--- config.mk ---
export PLATFORM = sky130hd
export DESIGN_NAME = microop_sequencer
export DESIGN_NICKNAME = d
export VERILOG_FILES = /design/src/rtl/microop_sequencer_pkg.sv /design/src/rtl/microop_sequencer_ctrl_fields.sv /design/src/rtl/microop_sequencer.sv
export SDC_FILE = /design/constraint.sdc
export NUM_CORES = 1
export LEC_CHECK = 0
export ABC_CLOCK_PERIOD_IN_PS = 1400
export CAP_MARGIN = 15
export CORE_MARGIN = 1.5
export CORE_UTILIZATION = 34
export DETAILED_ROUTE_END_ITERATION = 8
export GPL_TIMING_DRIVEN = 0
export HOLD_SLACK_MARGIN = 0.05
export PLACE_DENSITY = 0.76
export REMOVE_ABC_BUFFERS = 1
export SKIP_CTS_REPAIR_TIMING = 1
export SLEW_MARGIN = 20
export SYNTH_ARGS = -nofsm -noshare
export SYNTH_HDL_FRONTEND = slang
export SYNTH_SLANG_ARGS = --single-unit
--- constraint.sdc ---
create_clock -name CLK -period 1.4 [get_ports CLK]
set_input_delay 0.42 -clock CLK [delete_from_list [all_inputs] [get_ports CLK]]
set_output_delay 0.42 -clock CLK [all_outputs]
set_load 0.1 [all_outputs]
--- src/rtl/microop_sequencer_pkg.sv ---
// ---------------------------------------------------------------------------
// microop_sequencer_pkg
//   Shared constants for the microcode sequencer and the plane decoders that
//   sit downstream of the microcode store: in-plane codes, register-select
//   codes, control-word field positions and opword field positions.
// ---------------------------------------------------------------------------
package microop_sequencer_pkg;

   // in_plane codes (CTRL[14:12])
   localparam logic [2:0] IN_REG    = 3'd1;
   localparam logic [2:0] IN_TMP0   = 3'd2;
   localparam logic [2:0] IN_TMP1   = 3'd3;
   localparam logic [2:0] IN_OPWORD = 3'd5;
   localparam logic [2:0] IN_OPCODE = 3'd6;

   // reg_sel codes (CTRL[7:6]); code 3 selects register 0
   localparam logic [1:0] REG_SEL_OPCODE_REG0 = 2'd0;
   localparam logic [1:0] REG_SEL_OPCODE_REG1 = 2'd1;
   localparam logic [1:0] REG_SEL_CONTROL     = 2'd2;

   localparam logic OPCODE_SEL_OPCODE_FROM_BUS = 1'b1;
   localparam logic MISC_RESET_MICROOP_COUNTER = 1'b1;

   // control word field positions
   localparam int CTRL_DATA_LO   = 0;
   localparam int CTRL_DATA_HI   = 5;
   localparam int REG_SEL_LO     = 6;
   localparam int REG_SEL_HI     = 7;
   localparam int IN_PLANE_LO    = 12;
   localparam int IN_PLANE_HI    = 14;
   localparam int MISC_BIT       = 15;
   localparam int OPCODE_SEL_BIT = 22;

   // opword field positions
   localparam int OW_OPCODE_HI = 31;
   localparam int OW_OPCODE_LO = 26;
   localparam int OW_RD_HI     = 25;
   localparam int OW_RD_LO     = 21;
   localparam int OW_RS_HI     = 20;
   localparam int OW_RS_LO     = 16;
   localparam int OW_OFFSET_HI = 15;
   localparam int OW_OFFSET_LO = 0;

   // well-known opcodes
   localparam logic [5:0] OP_RESET = 6'd0;
   localparam logic [5:0] OP_FETCH = 6'd1;

endpackage

--- src/rtl/microop_sequencer_ctrl_fields.sv ---
// ---------------------------------------------------------------------------
// ctrl_fields
//   Purely combinational unpacker of the 32-bit microcode control word into
//   named fields. Shared with the downstream plane decoders.
//   Ports:
//     ctrl        in  32  control word from the microcode store
//     ctrl_data   out 6   immediate / register number field
//     reg_sel     out 2   register-file address source select
//     in_plane    out 3   destination plane for the bus this cycle
//     misc        out 1   micro-op counter reset
//     opcode_sel  out 1   opcode source: 1 = bus, 0 = opword register
// ---------------------------------------------------------------------------
module ctrl_fields
   import microop_sequencer_pkg::*;
(
   input  logic [31:0] ctrl,
   output logic [5:0]  ctrl_data,
   output logic [1:0]  reg_sel,
   output logic [2:0]  in_plane,
   output logic        misc,
   output logic        opcode_sel
);

   assign ctrl_data  = ctrl[CTRL_DATA_HI:CTRL_DATA_LO];
   assign reg_sel    = ctrl[REG_SEL_HI:REG_SEL_LO];
   assign in_plane   = ctrl[IN_PLANE_HI:IN_PLANE_LO];
   assign misc       = ctrl[MISC_BIT];
   assign opcode_sel = ctrl[OPCODE_SEL_BIT];

   // Bits owned by other planes; not interpreted here.
   logic unused_ctrl_bits;
   assign unused_ctrl_bits = ^{ctrl[31:23], ctrl[21:16], ctrl[11:8]};

endmodule

--- src/rtl/microop_sequencer.sv ---
// ---------------------------------------------------------------------------
// microop_sequencer
//   Holds the current opcode, micro-op counter and opword register and
//   drives {opcode, count} into the microcode store. The control word for
//   the current address comes back in the same cycle and selects the next
//   opcode/count/opword. Also resolves the register-select field into a
//   5-bit register-file address.
//
//   Optional feature: define OVERFLOW_TRAP_EN to trap micro-op counter
//   overflow (return to RESET_OPCODE and set the sticky FAULT flag).
//   Without it the counter wraps and FAULT is tied low.
//
//   Ports:
//     CLK       in  1   clock, rising edge
//     N_RST     in  1   asynchronous active-low reset
//     N_BOOTED  in  1   high while the microcode store is being loaded
//     STALL     in  1   freeze all state
//     CTRL      in  32  control word from the microcode store
//     BUS       in  32  shared data bus
//     ADDR      out 11  {opcode, count} to the microcode store (registered)
//     OPWORD    out 32  opword register
//     REG_ADDR  out 5   register-file address (combinational)
//     FAULT     out 1   sticky micro-op counter overflow flag
// ---------------------------------------------------------------------------
module microop_sequencer
   import microop_sequencer_pkg::*;
#(
   parameter int OPCODE_W     = 6,
   parameter int COUNT_W      = 5,
   parameter int RESET_OPCODE = 0
)
(
   input  logic                        CLK,
   input  logic                        N_RST,
   input  logic                        N_BOOTED,
   input  logic                        STALL,
   input  logic [31:0]                 CTRL,
   input  logic [31:0]                 BUS,
   output logic [OPCODE_W+COUNT_W-1:0] ADDR,
   output logic [31:0]                 OPWORD,
   output logic [4:0]                  REG_ADDR,
   output logic                        FAULT
);

   localparam logic [OPCODE_W-1:0] RESET_OP  = OPCODE_W'(RESET_OPCODE);
   localparam logic [COUNT_W-1:0]  COUNT_MAX = {COUNT_W{1'b1}};

   logic [5:0] ctrl_data;
   logic [1:0] reg_sel;
   logic [2:0] in_plane;
   logic       misc;
   logic       opcode_sel;

   ctrl_fields u_ctrl_fields (
      .ctrl       (CTRL),
      .ctrl_data  (ctrl_data),
      .reg_sel    (reg_sel),
      .in_plane   (in_plane),
      .misc       (misc),
      .opcode_sel (opcode_sel)
   );

   logic [OPCODE_W-1:0] opcode_reg, opcode_next;
   logic [COUNT_W-1:0]  count_reg,  count_next;
   logic [31:0]         opword_reg, opword_next;
   logic                fault_next;

   // Only ctrl_data[4:0] forms a register number.
   logic unused_ctrl_data_msb;
   assign unused_ctrl_data_msb = ctrl_data[5];

   always_comb begin
      opcode_next = opcode_reg;
      count_next  = count_reg;
      opword_next = opword_reg;
      fault_next  = FAULT;
      if (N_BOOTED) begin
         // Store contents are not valid yet: park on the reset micro-op.
         opcode_next = RESET_OP;
         count_next  = '0;
      end else if (!STALL) begin
         if (in_plane == IN_OPWORD)
            opword_next = BUS;
         // Dispatch from the opword uses the value held before this edge,
         // so a same-cycle opword load does not feed the opcode.
         if (in_plane == IN_OPCODE)
            opcode_next = (opcode_sel == OPCODE_SEL_OPCODE_FROM_BUS)
                        ? BUS[OPCODE_W-1:0]
                        : OPCODE_W'(opword_reg[OW_OPCODE_HI:OW_OPCODE_LO]);
         if (misc == MISC_RESET_MICROOP_COUNTER)
            count_next = '0;
         else
            count_next = count_reg + COUNT_W'(1);
`ifdef OVERFLOW_TRAP_EN
         // Trap overrides any opcode load in the same cycle.
         if (misc != MISC_RESET_MICROOP_COUNTER && count_reg == COUNT_MAX) begin
            opcode_next = RESET_OP;
            count_next  = '0;
            fault_next  = 1'b1;
         end
`endif
      end
   end

`ifdef OVERFLOW_TRAP_EN
   logic fault_reg;
   assign FAULT = fault_reg;
`else
   assign FAULT = 1'b0;
   logic unused_overflow;
   assign unused_overflow = fault_next ^ (count_reg == COUNT_MAX);
`endif

   always_ff @(posedge CLK or negedge N_RST) begin
      if (!N_RST) begin
         opcode_reg <= RESET_OP;
         count_reg  <= '0;
         opword_reg <= '0;
`ifdef OVERFLOW_TRAP_EN
         fault_reg  <= 1'b0;
`endif
      end else begin
         opcode_reg <= opcode_next;
         count_reg  <= count_next;
         opword_reg <= opword_next;
`ifdef OVERFLOW_TRAP_EN
         fault_reg  <= fault_next;
`endif
      end
   end

   assign ADDR   = {opcode_reg, count_reg};
   assign OPWORD = opword_reg;

   always_comb begin
      REG_ADDR = 5'd0;
      case (reg_sel)
         REG_SEL_OPCODE_REG0: REG_ADDR = opword_reg[OW_RD_HI:OW_RD_LO];
         REG_SEL_OPCODE_REG1: REG_ADDR = opword_reg[OW_RS_HI:OW_RS_LO];
         REG_SEL_CONTROL:     REG_ADDR = ctrl_data[4:0];
         default:             REG_ADDR = 5'd0;
      endcase
   end

endmodule

# After elaboration in Yosys (flattened, before gate mapping)
# Index checks and enable logic that the tools add are counted.
# word_totals
reg_bits	43
input_bits	68
out_inout_bits	49
wordCells	23
# classes
n_addsub	1
eq_ne	5
n_mux	8
bitwise	2
reduce_logical	4
# op_table
cell	count
2-to-1 mux 6 bit	4
2-to-1 mux 5 bit	3
case mux 5 bit (3 select lines)	1
== test 3 bit, second input constant	2
adder 5 x 1 -> 5 bit, second input constant	1
AND reduction 3 bit	1
== test 2 x 1 -> 1 bit, second input constant	1
== test 2 bit, second input constant	1
logical NOT 2 bit	1
!= test 2 bit, second input constant	1
inverter 1 bit	2
AND reduction 2 bit	1
nonzero test 2 bit	1

# Longest topological paths before layout
# logic_depth
word_depth	4
ltp_mapped	5
ltp_nobuf	4

# Cells and area by module
# Synthesis repeated with hierarchy kept, for this count alone.
# unflattened
hier_cells	157
hier_area_um2	2103.3
# by_module_without_submodules
module	instances	cells_each	area_per_inst_um2	seq_area_each_um2
microop_sequencer	1	144	2005.7	1076.0
ctrl_fields	1	13	97.6	0.0

# Least setup slack after synthesis
# Ideal clock, no wire load.
# synth_timing
kind	reg2out
start	register opword_reg[18] (netlist: OPWORD[18])
end	output REG_ADDR[2]
t_arrival_ns	3.213
t_required_ns	0.980
setup_slack_ns	-2.233
path_stages_with_launch	3
n_path_buf	0
path_cell_list	dfrtp_1 mux2i_1 o21ai_0
# synth_via
elab_chain_cells	1
# synth_lines
element	line	rtl
start, declared	microop_sequencer.sv:65	logic [31:0] opword_reg, opword_next;
start signal, assigned	microop_sequencer.sv:125	opword_reg <= opword_next;
case mux 5 bit (3 select lines)	microop_sequencer.sv:137	case (reg_sel)
end, declared	microop_sequencer.sv:41	output logic [4:0] REG_ADDR,
# No other way between the ends.

# Worst setup path in the final report
# layout_timing
start	input CTRL[7]
end	output REG_ADDR[2]
# layout_via
elab_chain_cells	2
elab_cells_between_ends	4
classes_between	eq/ne (2); mux (1); reduce/logical (1)
# layout_lines
element	line	rtl
start, declared	microop_sequencer.sv:37	input logic [31:0] CTRL,
== test 2 bit, or another cell as far along	microop_sequencer.sv:137	
case mux 5 bit (3 select lines) *	microop_sequencer.sv:137	
# Every way passes the cells marked *; elsewhere a longest branch is shown, timed or not.

==> key figures <==
Route
  • ANT nets after route: 0
  • DRT iter0 DRCs: 46
  • Vias per cell: 4.76
  • Initial DRT Pass Iterations: 4
  • Detailed-route via count: 1534
  • WL final: 5200 µm
  • DRC violations left: 0
  • Drt wl/cell: 16.2 µm

Timing
  • Slew Viols, Final: 0
  • Fmax: 620 MHz
  • Setup violators final: 9
  • Minimum clock period: 1.61 ns
  • Setup_tns: -1.19 ns
  • Fin. Hold Viols: 0
  • Clk_skew: 0.00250 ns
  • PnR worst setup slack: -0.214 ns
  • Fin crit share: 1.15
  • RSZ-0062 raised after global routing: true

Cells and area
  • Antenna diodes: 0
  • Max FFs per register: 32
  • Net count reported at finish: 318
  • Fin util: 0.609
  • Fraction of layout cells with a size suffix above 1: 0.460
  • Area growth syn-to-layout: 70.2%
  • Fillers: 479

Global route
  • Vias in the first global route: 1531
  • Global Route Usage Sum: 0.154
  • Largest net degree at the start of global routing: 28
  • Grt ovf: 0
  • First-pass GRT wire length: 7430 µm
  • Initial antenna violation count: 0

Synthesis
  • Async SR Flop Fraction: 1.00
  • Main synth FF type: dfrtp_1
  • EDFF count, synth: 0
  • Synth unique cells: 27
  • Area leader, netlist: dfrtp_1
  • Syn Inst Count: 144
  • Mapped cell area: 0.00201 mm²
  • Dominant cell by count in the synthesized netlist: dfrtp_1
  • Post-synthesis sequential area ratio: 0.536
  • Largest cells by area after synthesis: dfrtp_1, mux2_4, mux2i_1
  • Yosys reg bits: 43
  • Syn. warnings: 0
  • Most frequent cells after synthesis: dfrtp_1, mux2_4, mux2i_1
  • Syn avg cell area: 13.9 µm²
  • Top-area cell type share of the netlist area: 0.536

Power
  • Worst IR Drop VDD: 1020 µV
  • Leak Pwr: 0.00161 µW
  • PwrDens: 1680 mW/mm²

Setup path
  • Critical Path Source Type: input pin
  • Crit Path Class: input pin to output pin
  • CP bufs+invs: 2
  • Required time worst endpoint: 0.98 ns
  • CP max stage cell: clkbuf_8
  • Critical path endpoint category: output pin
  • Max incr delay on CP: 0.26 ns
  • Critical path depth: 5
  • CP Launch Point: CTRL[7]
  • R2R setup slack: 0.05 ns
  • Reg-to-reg startpoint: count_reg[2]
  • CP endpoint: REG_ADDR[2]
  • RR Endpoint: count_reg[2]
  • CP max FO: 6
  • Crit-path leading delay family: buffers and inverters
  • Critical Path AT: 1.19 ns
  • R2R cell count: 3
  • Cells along the critical path: clkbuf_4 > nor2b_4 > nand2_1 > o21ai_1 > clkbuf_8

Clock tree
  • Worst-case clock buffer depth: 2
  • Reg clk slew, reported paths: 0.08 ns
  • Root Buffer: clkbuf_8
  • H-tree depth: 2
  • CTS buffer count: 5
  • TritonCTS clock tree: done
  • CTS Sinks: 43
  • Clk_lat worst skew: 0.29 ns

Placement
  • Placement-stage worst setup slack: -1.75 ns
  • RD Place Congestion: 0.704
  • Post-DP HPWL: 3410 µm
  • Port Buffer Count: 95

Floorplan
  • Rows: 27
  • Die width: 79.8 µm
  • Core Footprint: 0.00561 mm²
  • Die height: 79.8 µm
  • Die area: 0.00637 mm²
  • Starting Density: 0.358
  • IO Count: 117

Run
  • Total of max-cap violations: 0

Run status
  • Status: finished with violations
  • Failing checks: negative setup slack

Worst hold path
  • Hold Crit Class: input pin to asynchronous set/reset pin
-- layout make-up --
| class | count | area [µm²] | share of cell area |
|---|---|---|---|
| clock inverter | 3 | 43.8 | 0.0128 |
| tap | 72 | 90.1 | 0.0264 |
| timing repair buffer | 108 | 1250 | 0.366 |
| clock buffer | 5 | 68.8 | 0.0202 |
| multi-input combinational | 91 | 881 | 0.258 |
| sequential | 43 | 1080 | 0.317 |
-- cell families (layout without fill, tap and decap cells) --
group	after synthesis	count (layout)	share of synthesized area
adders and majority gates	1	1	0.00624
muxes	43	43	0.291
other	1	1	0.00187
and+or+nand+nor	27	27	0.0711
AOI/OAI and AO/OA	19	19	0.0561
DFF	43	43	0.536
buffers and inverters	10	116	0.0374
-- report_power, final --
part	internal [µW]	switching [µW]	leakage, µW	total (µW)
registers	1470	207	0.000538	1670
logic	940	2140	0.00102	3080
clock network	531	436	0.0000581	967
total	2940	2780	0.00161	5720
-- cell usage in the layout, fill, tap and decap left out, types with 2 or more instances in the layout --
cell type and count:
buf_2 3, nor2_1 9, clkbuf_16 3, mux2_2 2, a21oi_1 4, dfrtp_2 4
buf_6 23, buf_8 3, o21ai_1 5, buf_12 10, clkbuf_8 10, mux2_4 30
buf_4 18, a31oi_1 2, nand2_1 6, dlymetal6s2s_1 9, mux2i_1 11, clkdlybuf4s50_1 33
dfrtp_1 39, nor3_1 2, a211oi_1 6, o21ai_0 2
-- per-stage QoR --
stage | cell area [µm²] | cells | total power, µW | hold WS [ns]
after global placement | 2970 | 301 | 4580 | 0.492
after floorplan | 1930 | 134 | 3850 | 0.124
after CTS | 3120 | 311 | 5610 | 0.0584
final | 3410 | 322 | 5720 | 0.0591
after global routing | 3410 | 322 | 5940 | 0.0684
after detailed placement | 3010 | 303 | 4610 | 0.385
-- layer usage --
layer / share of wire / vias to the layer above / GRT usage
met5: 0 / - / 0
met4: 0.0019 / 0 / 0.0414
met3: 0.069 / 2 / 0.0571
met2: 0.51 / 57 / 0.245
met1: 0.42 / 757 / 0.196
li1: - / 718 / -
-- worst min path at each step --
stage | cells past startpoint | start | slack [ns] | to
2_1_floorplan | 0 | N_RST | 0.12 | OPWORD[0]
3_3_place_gp | 1 | OPWORD[8] | 0.49 | OPWORD[8]
3_5_place_dp | 1 | N_RST | 0.39 | OPWORD[20]
4_1_cts | 1 | N_RST | 0.06 | OPWORD[20]
5_1_grt | 1 | N_RST | 0.07 | OPWORD[20]
6_report | 1 | N_RST | 0.06 | OPWORD[20]
No activity file was read; power rests on OpenSTA's default activity.
==> variant 1, RTL diff (config.mk and constraints unchanged) <==
Take the reset off `opword_reg` and load it in a clocked block of its own.
--- a/src/rtl/microop_sequencer.sv
+++ b/src/rtl/microop_sequencer.sv
@@ -117,3 +117,2 @@
          count_reg  <= '0;
-         opword_reg <= '0;
 `ifdef OVERFLOW_TRAP_EN
@@ -124,3 +123,2 @@
          count_reg  <= count_next;
-         opword_reg <= opword_next;
 `ifdef OVERFLOW_TRAP_EN
@@ -129,2 +127,6 @@
       end
+   end
+
+   always_ff @(posedge CLK) begin
+      opword_reg <= opword_next;
    end
Behaviour: not the same (a bounded check fails within 4 cycles, from zero or initial values and one cycle with N_RST low).
==> variant 1 against the unedited design <==
- the flow still finishes with violations (negative setup slack)
- sequential cell count is the same
- synthesized area shrank 17%
- first-iteration DRC count increased by 37%
- sequential share of layout area up 13 points
- routed wire length fell by 21%
- cell area decreased by 19%
- setup slack improved by 0.034 ns
Power is not compared: it rests on default switching activity, and its combinational part moved more than twofold at a synthesized area within 25%.
==> variant 1: results (changes against the unedited design) <==
----------------------------------------------------
[Worst setup path]
  Arrival time of data at the critical path endpoint ... 1.16 ns (-0.03 ns)
  Worst Setup EP ... REG_ADDR[0]
  End of the worst register-to-register path ... count_reg[4]
  Worst flop-to-flop path startpoint ... count_reg[1]
  Peak fanout along the critical path ... 2 (-4)
  Kind of cell adding the most delay to the critical path ... flip-flops

[Layout]
  Ratio of cells with drive above 1 in the final layout ... 32.69% (-13 points)
  Final-stage net count ... 276 (-13%)

[Synth]
  Post-synthesis sequential area ratio ... 74.62% (+21 points)
  Post-Syn Instances ... 108 (-25%)
  Synthesized-area fraction occupied by adder cells ... 0.7553% (+0.13 points)
  Number of synthesized flops with an enable pin ... 32 (+32)
  Share of flip-flops with an asynchronous set or reset after synthesis ... 25.58% (-74 points)
  Multiplexer area fraction after synthesis ... 6.647% (-22 points)
  Top cell types by occurrence after synthesis ... sky130_fd_sc_hd__edfxtp_1, sky130_fd_sc_hd__dfrtp_1, sky130_fd_sc_hd__mux2i_1
  Synth area leaders ... sky130_fd_sc_hd__edfxtp_1, sky130_fd_sc_hd__dfrtp_1, sky130_fd_sc_hd__mux2i_1

[GRT]
  Vias in the first global route ... 1,184 (-23%)
  GRT Util Overall ... 13.77% (-1.6 points)
  First-pass GRT wire length ... 5464 µm (-26%)
  Maximum number of pins on one net before global-route repair ... 33 (+18%)

[Timing]
  Count of final setup violators ... 6 (-3)
  Final worst setup slack ... -0.1803 ns (+0.03360 ns)

[Detailed routing]
  Detailed Route Iter0 Violations ... 63 (+37%)
  Average detailed-routed wire length per instance ... 14.90 µm (-7.8%)
  Total length of routed wires ... 4098 µm (-21%)

[Status]
  Violated checks ... negative setup slack
  Run status ... finished, violations left

[Die]
  Overall die width ... 72.80 µm (-8.8%)

----------------------------------------------------
==> variant 1: cell types whose count changed after synthesis, sizes merged <==
| cell | before | now |
|---|---|---|
| buf | 7 | 3 |
| dfrtp | 43 | 11 |
| mux2 | 32 | 0 |
| edfxtp | 0 | 32 |
==> variant 1: how the worst min path moves through the flow <==
stage                   from             to  slack [ns]  cells after the start
6_report               N_RST   count_reg[3]        0.49                      1
5_1_grt                N_RST  opcode_reg[4]        0.51                      1
2_1_floorplan          N_RST   count_reg[0]        0.12                      0
3_5_place_dp   opcode_reg[4]  opcode_reg[4]        0.57                      2
4_1_cts                N_RST   count_reg[3]        0.49                      1
3_3_place_gp   opcode_reg[1]  opcode_reg[1]        0.56                      2
==> variant 1: worst reg2reg max path: cells and delay by family (launching register included) <==
kind / cells / cell delay (ns)
adder cells (fa/ha/maj): 1 / 0.23
AO/OA/AOI/OAI: 1 / 0.15
flip-flops: 1 / 0.43
AND/OR/NAND/NOR: 2 / 0.47
==> variant 1: report_power, final <==
part	leakage [µW]	internal [µW]	switching, µW
combinational	0.000695	203	373
clock	0.0000422	350	381
sequential	0.000438	1400	13.6
total	0.00118	1950	767
==> variant 1: logic make-up (layout without fill, tap and decap cells) <==
group,Yosys count,after routing
muxes,11,11
DFF,43,43
buffers and inverters,6,103
and+or+nand+nor,27,30
other,1,1
adders and majority gates,1,1
AOI/OAI and AO/OA,19,19
==> variant 1: layout make-up <==
| type | instances | area (µm²) |
|---|---|---|
| Clock buffer | 7 | 76.32 |
| Clock inverter | 1 | 5.005 |
| Fill cell | 388 | 1942 |
| Multi-Input combinational cell | 62 | 451.7 |
| Sequential cell | 43 | 1239 |
| Tap cell | 67 | 83.83 |
| Timing Repair Buffer | 95 | 925.9 |
==> variant 1: metal layers <==
metal	vias up	global-route usage, %	routed length [µm]
met4	0	6.080	82
met2	70	23.65	2046
met5	-	0	0
li1	614	-	-
met1	605	15.87	1612
met3	7	4.144	356
==> variant 1: stage by stage <==
stage / setup TNS (ns) / power, µW / hold WS, ns / setup slack, ns
6_report: -0.8456 / 2719 / 0.4879 / -0.1803
5_1_grt: -1.182 / 2805 / 0.5133 / -0.2172
4_1_cts: -67.38 / 2716 / 0.4939 / -1.721
3_5_place_dp: -66.36 / 1994 / 0.5653 / -1.716
3_3_place_gp: -79.42 / 1989 / 0.5606 / -1.710
2_1_floorplan: -25.02 / 1756 / 0.1244 / -2.240
==> variant 2, RTL diff (same settings) <==
Made on the original files. Add a define of `OVERFLOW_TRAP_EN`.
--- a/src/rtl/microop_sequencer.sv
+++ b/src/rtl/microop_sequencer.sv
@@ -24,2 +24,4 @@
 // ---------------------------------------------------------------------------
+`define OVERFLOW_TRAP_EN
+
 module microop_sequencer
Behaviour: same outputs for any inputs over 10 cycles, from zero or initial values and one cycle with N_RST low; that may be too few to reach the edited logic, so the function may still have changed.
==> variant 2 against the unedited design <==
- the flow still finishes with violations (negative setup slack)
- setup slack got worse by 0.19 ns
- synthesized area increased by 5.7%
- first-iteration DRC count decreased by 13%
- clock skew increased by 0.0037 ns
- routed wire length increased by 12%
- cell area increased by 6.2%
- register-to-register slack got worse by 0.46 ns
- synthesized cell count increased by 4.2%
- power increased by 4.1%
- sequential cell count increased by 1
- sequential share of layout area decreased by 1.1 points
- count of clock-buffer cells in the layout increased by 1
- fmax decreased by 11%
- critical path type is now flip-flop to flip-flop
- largest power group unchanged
==> variant 2: results (changes against the unedited design) <==
----------------------------------------------------
[Status]
  Run status ... finished, violations left
  Violated checks ... negative setup slack

[Pwr]
  Switching power ... 2836 µW (+1.9%)
  Leak ... 0.001716 µW (+6.5%)
  Combinational Power Share ... 53.7% (-0.2 points)
  Internal power ... 3117 µW (+6.1%)

[Synth]
  Multiplexer area fraction after synthesis ... 27.51% (-1.6 points)
  Area fraction in compound gates after synthesis ... 6.316% (+0.70 points)
  Synthesized-area fraction occupied by adder cells ... 1.181% (+0.56 points)
  Synth area leaders ... sky130_fd_sc_hd__dfrtp_1, sky130_fd_sc_hd__mux2_4, sky130_fd_sc_hd__mux2i_1
  Top cell types by occurrence after synthesis ... sky130_fd_sc_hd__dfrtp_1, sky130_fd_sc_hd__mux2_4, sky130_fd_sc_hd__mux2i_1
  Post-synthesis sequential area ratio ... 51.95% (-1.7 points)

[Timing]
  Final worst setup slack ... -0.4062 ns (-0.1924 ns)
  Final worst clock skew ... 0.006212 ns (+0.003714 ns)
  Count of final setup violators ... 19 (+10)

[Worst setup path]
  Arrival time of data at the critical path endpoint ... 2.01 ns (+0.82 ns)
  End of the worst register-to-register path ... opcode_reg[2]
  Element type at the critical path end ... flip-flop
  Register-to-Register Path Depth ... 6 (+3)

[Detailed routing]
  DR WL met3 ... 362 µm (+1.1%)
  Met1 WL ... 2506 µm (+14%)
  Per-cell via count in the routed design ... 5.000 (+5.0%)

[Layout]
  Final-stage net count ... 324 (+1.9%)
  Ratio of cells with drive above 1 in the final layout ... 52.16% (+6.2 points)
  Number of fillers in the final layout ... 482 (+0.63%)

[GRT]
  Vias in the first global route ... 1,413 (-7.7%)
  Met1 Use GR ... 19.82% (+0.18 points)
  Met3 Usage GRT ... 5.444% (-0.27 points)
  GRT Util Overall ... 14.77% (-0.60 points)
  Met2 layer usage reported by global route ... 22.05% (-2.4 points)

[Placed design]
  Count of input and output buffers ... 96 (+1.1%)

----------------------------------------------------
## variant 2: cell type report
cell class / count / area, µm² / area share (%)
Timing Repair Buffer: 104 / 1222 / 33.72
Sequential cell: 44 / 1107 / 30.55
Multi-Input combinational cell: 98 / 1076 / 29.69
Tap cell: 75 / 93.84 / 2.589
Clock buffer: 6 / 82.58 / 2.278
Clock inverter: 2 / 38.79 / 1.070
Inverter: 1 / 3.754 / 0.1036
## variant 2: critical path, delay by kind of cell, from the launching register on
family / cells / cell delay [ns]
DFF: 1 / 0.46
AOI/OAI and AO/OA: 1 / 0.21
adders and majority gates: 2 / 0.35
and+or+nand+nor: 3 / 0.70
## variant 2: through the flow
stage	area [µm²]	hold slack [ns]	std cells	setup WS [ns]
finish	3625	0.1053	330	-0.4062
global route	3625	0.1296	330	-0.4666
CTS	3217	0.1187	320	-1.735
detailed placement	3095	0.4505	312	-1.718
global placement	3073	0.4578	311	-1.728
floorplan	2018	0.1244	140	-2.233
